**src/rtl/ps2_scan_ctrl.sv**
```systemverilog
// PS/2 set-2 scan-code sequencer: pops FIFO bytes, folds E0/F0 prefixes
// into clean make/break events, tracks the held key and press count.
module ps2_scan_ctrl #(
  parameter int CNT_W       = 8,
  parameter bit DROP_REPEAT = 1'b1
) (
  input  logic             clk,
  input  logic             rst,
  input  logic             en,
  input  logic             ready,
  input  logic [7:0]       data,
  input  logic             overflow,
  input  logic             ovf_clr,
  output logic             nextdata_n,
  output logic             key_valid,
  output logic [7:0]       key_code,
  output logic             key_ext,
  output logic             key_break,
  output logic             held_valid,
  output logic [7:0]       held_code,
  output logic             held_ext,
  output logic [CNT_W-1:0] press_cnt,
  output logic             ovf_sticky
);

  typedef enum logic [1:0] {
    S_IDLE,
    S_POP,
    S_SETTLE
  } state_t;

  state_t           state_q, state_d;
  logic             ndn_q, ndn_d;
  logic             kv_q, kv_d;
  logic [7:0]       kc_q, kc_d;
  logic             ke_q, ke_d;
  logic             kb_q, kb_d;
  logic             hv_q, hv_d;
  logic [7:0]       hc_q, hc_d;
  logic             he_q, he_d;
  logic [CNT_W-1:0] cnt_q, cnt_d;
  logic             ovf_q, ovf_d;
  logic             ext_pend_q, ext_pend_d;
  logic             brk_pend_q, brk_pend_d;

  logic is_e0;
  logic is_f0;
  logic hit;

  assign is_e0 = (data == 8'hE0);
  assign is_f0 = (data == 8'hF0);
  assign hit   = hv_q && (hc_q == data)
              && (he_q == ext_pend_q);

  always_comb begin
    state_d    = state_q;
    ndn_d      = 1'b1;
    kv_d       = 1'b0;
    kc_d       = kc_q;
    ke_d       = ke_q;
    kb_d       = kb_q;
    hv_d       = hv_q;
    hc_d       = hc_q;
    he_d       = he_q;
    cnt_d      = cnt_q;
    ovf_d      = ovf_q;
    ext_pend_d = ext_pend_q;
    brk_pend_d = brk_pend_q;

    unique case (state_q)
      S_IDLE: begin
        if (en && ready) begin
          state_d = S_POP;
          ndn_d   = 1'b0;
        end
      end
      S_POP: begin
        state_d = S_SETTLE;
        unique case (1'b1)
          is_e0: ext_pend_d = 1'b1;
          is_f0: brk_pend_d = 1'b1;
          default: begin
            ext_pend_d = 1'b0;
            brk_pend_d = 1'b0;
            if (brk_pend_q) begin
              kv_d = 1'b1;
              kc_d = data;
              ke_d = ext_pend_q;
              kb_d = 1'b1;
              if (hit) hv_d = 1'b0;
            end else if (hit) begin
              if (!DROP_REPEAT) begin
                kv_d = 1'b1;
                kc_d = data;
                ke_d = ext_pend_q;
                kb_d = 1'b0;
              end
            end else begin
              kv_d  = 1'b1;
              kc_d  = data;
              ke_d  = ext_pend_q;
              kb_d  = 1'b0;
              hv_d  = 1'b1;
              hc_d  = data;
              he_d  = ext_pend_q;
              cnt_d = cnt_q + 1'b1;
            end
          end
        endcase
      end
      S_SETTLE: state_d = S_IDLE;
      default:  state_d = S_IDLE;
    endcase

    // a lost byte makes any pending prefix meaningless
    if (overflow) begin
      ovf_d      = 1'b1;
      ext_pend_d = 1'b0;
      brk_pend_d = 1'b0;
    end else if (ovf_clr) begin
      ovf_d = 1'b0;
    end
  end

  always_ff @(posedge clk) begin
    if (rst) begin
      state_q    <= S_IDLE;
      ndn_q      <= 1'b1;
      kv_q       <= 1'b0;
      kc_q       <= 8'h00;
      ke_q       <= 1'b0;
      kb_q       <= 1'b0;
      hv_q       <= 1'b0;
      hc_q       <= 8'h00;
      he_q       <= 1'b0;
      cnt_q      <= '0;
      ovf_q      <= 1'b0;
      ext_pend_q <= 1'b0;
      brk_pend_q <= 1'b0;
    end else begin
      state_q    <= state_d;
      ndn_q      <= ndn_d;
      kv_q       <= kv_d;
      kc_q       <= kc_d;
      ke_q       <= ke_d;
      kb_q       <= kb_d;
      hv_q       <= hv_d;
      hc_q       <= hc_d;
      he_q       <= he_d;
      cnt_q      <= cnt_d;
      ovf_q      <= ovf_d;
      ext_pend_q <= ext_pend_d;
      brk_pend_q <= brk_pend_d;
    end
  end

  assign nextdata_n = ndn_q;
  assign key_valid  = kv_q;
  assign key_code   = kc_q;
  assign key_ext    = ke_q;
  assign key_break  = kb_q;
  assign held_valid = hv_q;
  assign held_code  = hc_q;
  assign held_ext   = he_q;
  assign press_cnt  = cnt_q;
  assign ovf_sticky = ovf_q;

endmodule
```
**config.mk**
```make
export PLATFORM = sky130hd
export DESIGN_NAME = ps2_scan_ctrl
export DESIGN_NICKNAME = d
export VERILOG_FILES = /design/src/rtl/ps2_scan_ctrl.sv
export SDC_FILE = /design/constraint.sdc
export NUM_CORES = 1
export LEC_CHECK = 0
export ABC_AREA = 1
export BUFFER_PORTS_ARGS = -buffer_cell sky130_fd_sc_hd__buf_2
export CAP_MARGIN = 20
export CORE_MARGIN = 2
export CORE_UTILIZATION = 51
export DETAILED_ROUTE_END_ITERATION = 7
export PLACE_DENSITY_LB_ADDON = 0.12
export SLEW_MARGIN = 20
export SYNTH_ARGS = -nofsm -noshare
export SYNTH_HDL_FRONTEND = slang
export SYNTH_SLANG_ARGS = --single-unit
```
**constraint.sdc**
```tcl
create_clock -name clk -period 2 [get_ports clk]
set_clock_uncertainty 0.15 [all_clocks]
set_input_delay 0.4 -clock clk [delete_from_list [all_inputs] [get_ports clk]]
set_output_delay 0.4 -clock clk [all_outputs]
set_load 0.05 [all_outputs]
```
==> flow_summary.ini <==
[drt]
route.antenna.remaining_nets = 0
drc = 0
vias_per_cell = 4.761
detailroute.via_count = 1557
dr.pass1.iters = 4
wl_per_cell_um = 10.69
routed_wirelength_mm = 3.497
dr.first_iter.drc_count = 105

[clock_network]
clock_tree.root_cell = clkbuf_4
cts_htree_levels = 2
cts_buffers = 5
cts_post_setup_buffers_inserted = 0
clk_pin_slew_ns = 0.11
clk-insertion-delay-late_ns = 0.34
clock_sink_count = 35
tritoncts_clock_tree = done
max-clock-path-buffers = 2

[setup_path]
startpoint_class = register
critPathMaxFanout = 11
cp_data_required_time_ns = 2.09
crit_type = register to register
worst_ep_arrival_time_ns = 1.86
crit_path_end_kind = register

[global_routing]
gr-usage-met1_pct = 30.33
globalRouteMet2Util_pct = 31.83
grt-busiest-layer = met2
grt_pass1_wl_mm = 5.878
grt_use_total_pct = 21.59
met3_usage_pct = 5.117
first_global_vias = 1325
overflow = 0
antenna_found_initial = 0
grt_max_degree = 27

[die]
design.portCount = 45
die-width_um = 60.43
floorplan.initialDensity_pct = 53.20
core_mm2 = 0.003053
rows = 20
die_height_um = 60.43
floorplan.die_area_mm2 = 0.003652

[timing]
finalHoldViolations = 0
maxSlewHeadroom_pct = 66.85
tightestPinTransition_ns = 0.4942
rsz_0062_raised_after_global_routing = false
final-max-slew-violation-count = 0
clock.fmax_mhz = 565.7
timing.final.setup_violations = 0
finalCritPeriodShare_pct = 88.39
final.setup.tns_ns = 0
final_period_minus_worst_setup_slack_ns = 1.768

[pwr]
p_int_uw = 920.3
clock_power_share_pct = 27.9
power.share.combinational_pct = 17.3
cellLeakagePower_nw = 0.9936
switchingPower_uw = 428.6
switching_share_pct = 31.78
power.ir.vdd_worst_v = 0.0003867
pwr_density_cell_mw_per_mm2 = 700.0
total_power_mw = 1.349
power.share.sequential_pct = 54.8

[placement]
gpl.final_weighted_congestion = 0.7998
detailed_place_hpwl_mm = 2.450
portBuffers = 44

[synth]
post-synth-top-area-fraction_pct = 43.14
synth_enable_flop_cells = 0
netlist_top_cells_area = dfxtp_1, nand2_1, nor2_1
ys.flop_type = dfxtp_1
cell_area_after_synthesis_mm2 = 0.001624
synth_most_common_cell = nand2_1
netlist_top_cells_count = nand2_1, nor2_1, dfxtp_1, inv_1
cell_variety_after_synth = 27
syn-instance-count = 235
seq_area_frac_synth_pct = 43.14
synthesized_netlist_net_count = 250
synth.largest_area_cell = dfxtp_1
ys_warns = 0
avgSynthCellArea_um2 = 6.911
postSynth.asyncResetShare_pct = 0
postSynthRegisterBits = 35

[layout]
fillers = 299
areaGrowthSynthToFinish_pct = 18.64
final_net_count = 297
share_of_cells_above_drive_strength_1_pct = 23.67
antenna_cells_inserted = 0

[job]
maxCapViolCount = 0

[min_path]
holdCritPathClass = input pin to register

[status]
run_status = completed
==> power by group through the flow <==
stage | clock, mW | sequential, mW | combinational [mW]
after floorplan | 0 | 0.837 | 0.0888
after global placement | 0 | 0.755 | 0.232
after detailed placement | 0 | 0.755 | 0.233
after CTS | 0.382 | 0.739 | 0.234
after global routing | 0.410 | 0.743 | 0.256
final | 0.376 | 0.739 | 0.233
==> cell usage in the layout, fill, tap and decap left out, types with 4 or more instances in the layout <==
cell type	netlist	final
buf_4	1	4
clkbuf_4	0	5
o21ai_0	5	5
buf_2	2	44
inv_1	22	22
a21oi_1	12	12
o21ai_1	4	4
nand4_1	12	12
inv_2	4	4
dfxtp_1	35	35
nand3_1	4	4
xnor2_1	4	4
nor2_1	50	50
nand2_1	61	60
==> through the flow <==
stage          instances  cell area, um2  hold slack [ns]  worst slack [ns]  util (%)
4_1_cts              327            1924           0.1252            0.1072     63.03
2_1_floorplan        235            1624           0.2716           0.08857         -
3_3_place_gp         319            1874           0.2865         -0.005175     61.39
6_report             327            1927           0.1262            0.2323     63.11
5_1_grt              327            1927           0.1161           0.03158     63.11
3_5_place_dp         319            1874           0.2926          -0.05930     61.39
==> metal layers <==
metal  part of all wire, %  wire length (um)
met1                    51              1770
met2                    43              1515
met3                   4.6               160
met4                   1.5                51
met5                     0                 0
==> path summary, 6_finish.rpt <==
path                                            endpoint               startpoint  slack [ns]  cells after the start
worst min-delay path             ovf_sticky$_SDFFE_PP0P_                 overflow        0.13                      3
worst max register to register  key_code[7]$_SDFFE_PP0P_  state_q[0]$_SDFFE_PP0P_        0.23                      9
worst max-delay path            key_code[7]$_SDFFE_PP0P_  state_q[0]$_SDFFE_PP0P_        0.23                      9
worst min register to register   state_q[1]$_SDFFE_PP0P_  state_q[1]$_SDFFE_PP0P_        0.31                      1
==> state kept, by name, summed over array words and instances, names as in the netlist, 2 cells and up <==
signal,flops
held_code,8
press_cnt,8
key_code,8
state_q,2
==> what timing repair did <==
item	CTS	global route
endpoints found under the setup margin	0	9
gates resized for setup	0	1
hold buffers	0	0
==> layout make-up <==
type | count | area, um2 | share of cell area, %
Clock buffer | 7 | 45.04 | 2.338
Multi-Input combinational cell | 165 | 769.5 | 39.94
Inverter | 27 | 101.3 | 5.260
Sequential cell | 35 | 700.7 | 36.36
Timing Repair Buffer | 48 | 250.2 | 12.99
Clock inverter | 1 | 5.005 | 0.2597
Tap cell | 44 | 55.05 | 2.857
==> critical path, stage by stage (launching register included) <==
cell	delay, ns
dfxtp_1	0.34
inv_1	0.06
nor2_1	0.15
nand2_1	0.11
nor2_2	0.24
nand2_1	0.13
nand2_2	0.20
inv_2	0.12
nor2_1	0.11
nor2_1	0.05
==> kinds of logic after synthesis <==
group / count (synthesis) / share of synthesized area, %
simple gates: 133 / 34.59
buf+inv: 35 / 9.630
flops: 35 / 43.14
compound gates: 24 / 8.090
xor+xnor: 7 / 3.775
fa+ha+maj: 1 / 0.7703
(Power assumes the default switching activity.)
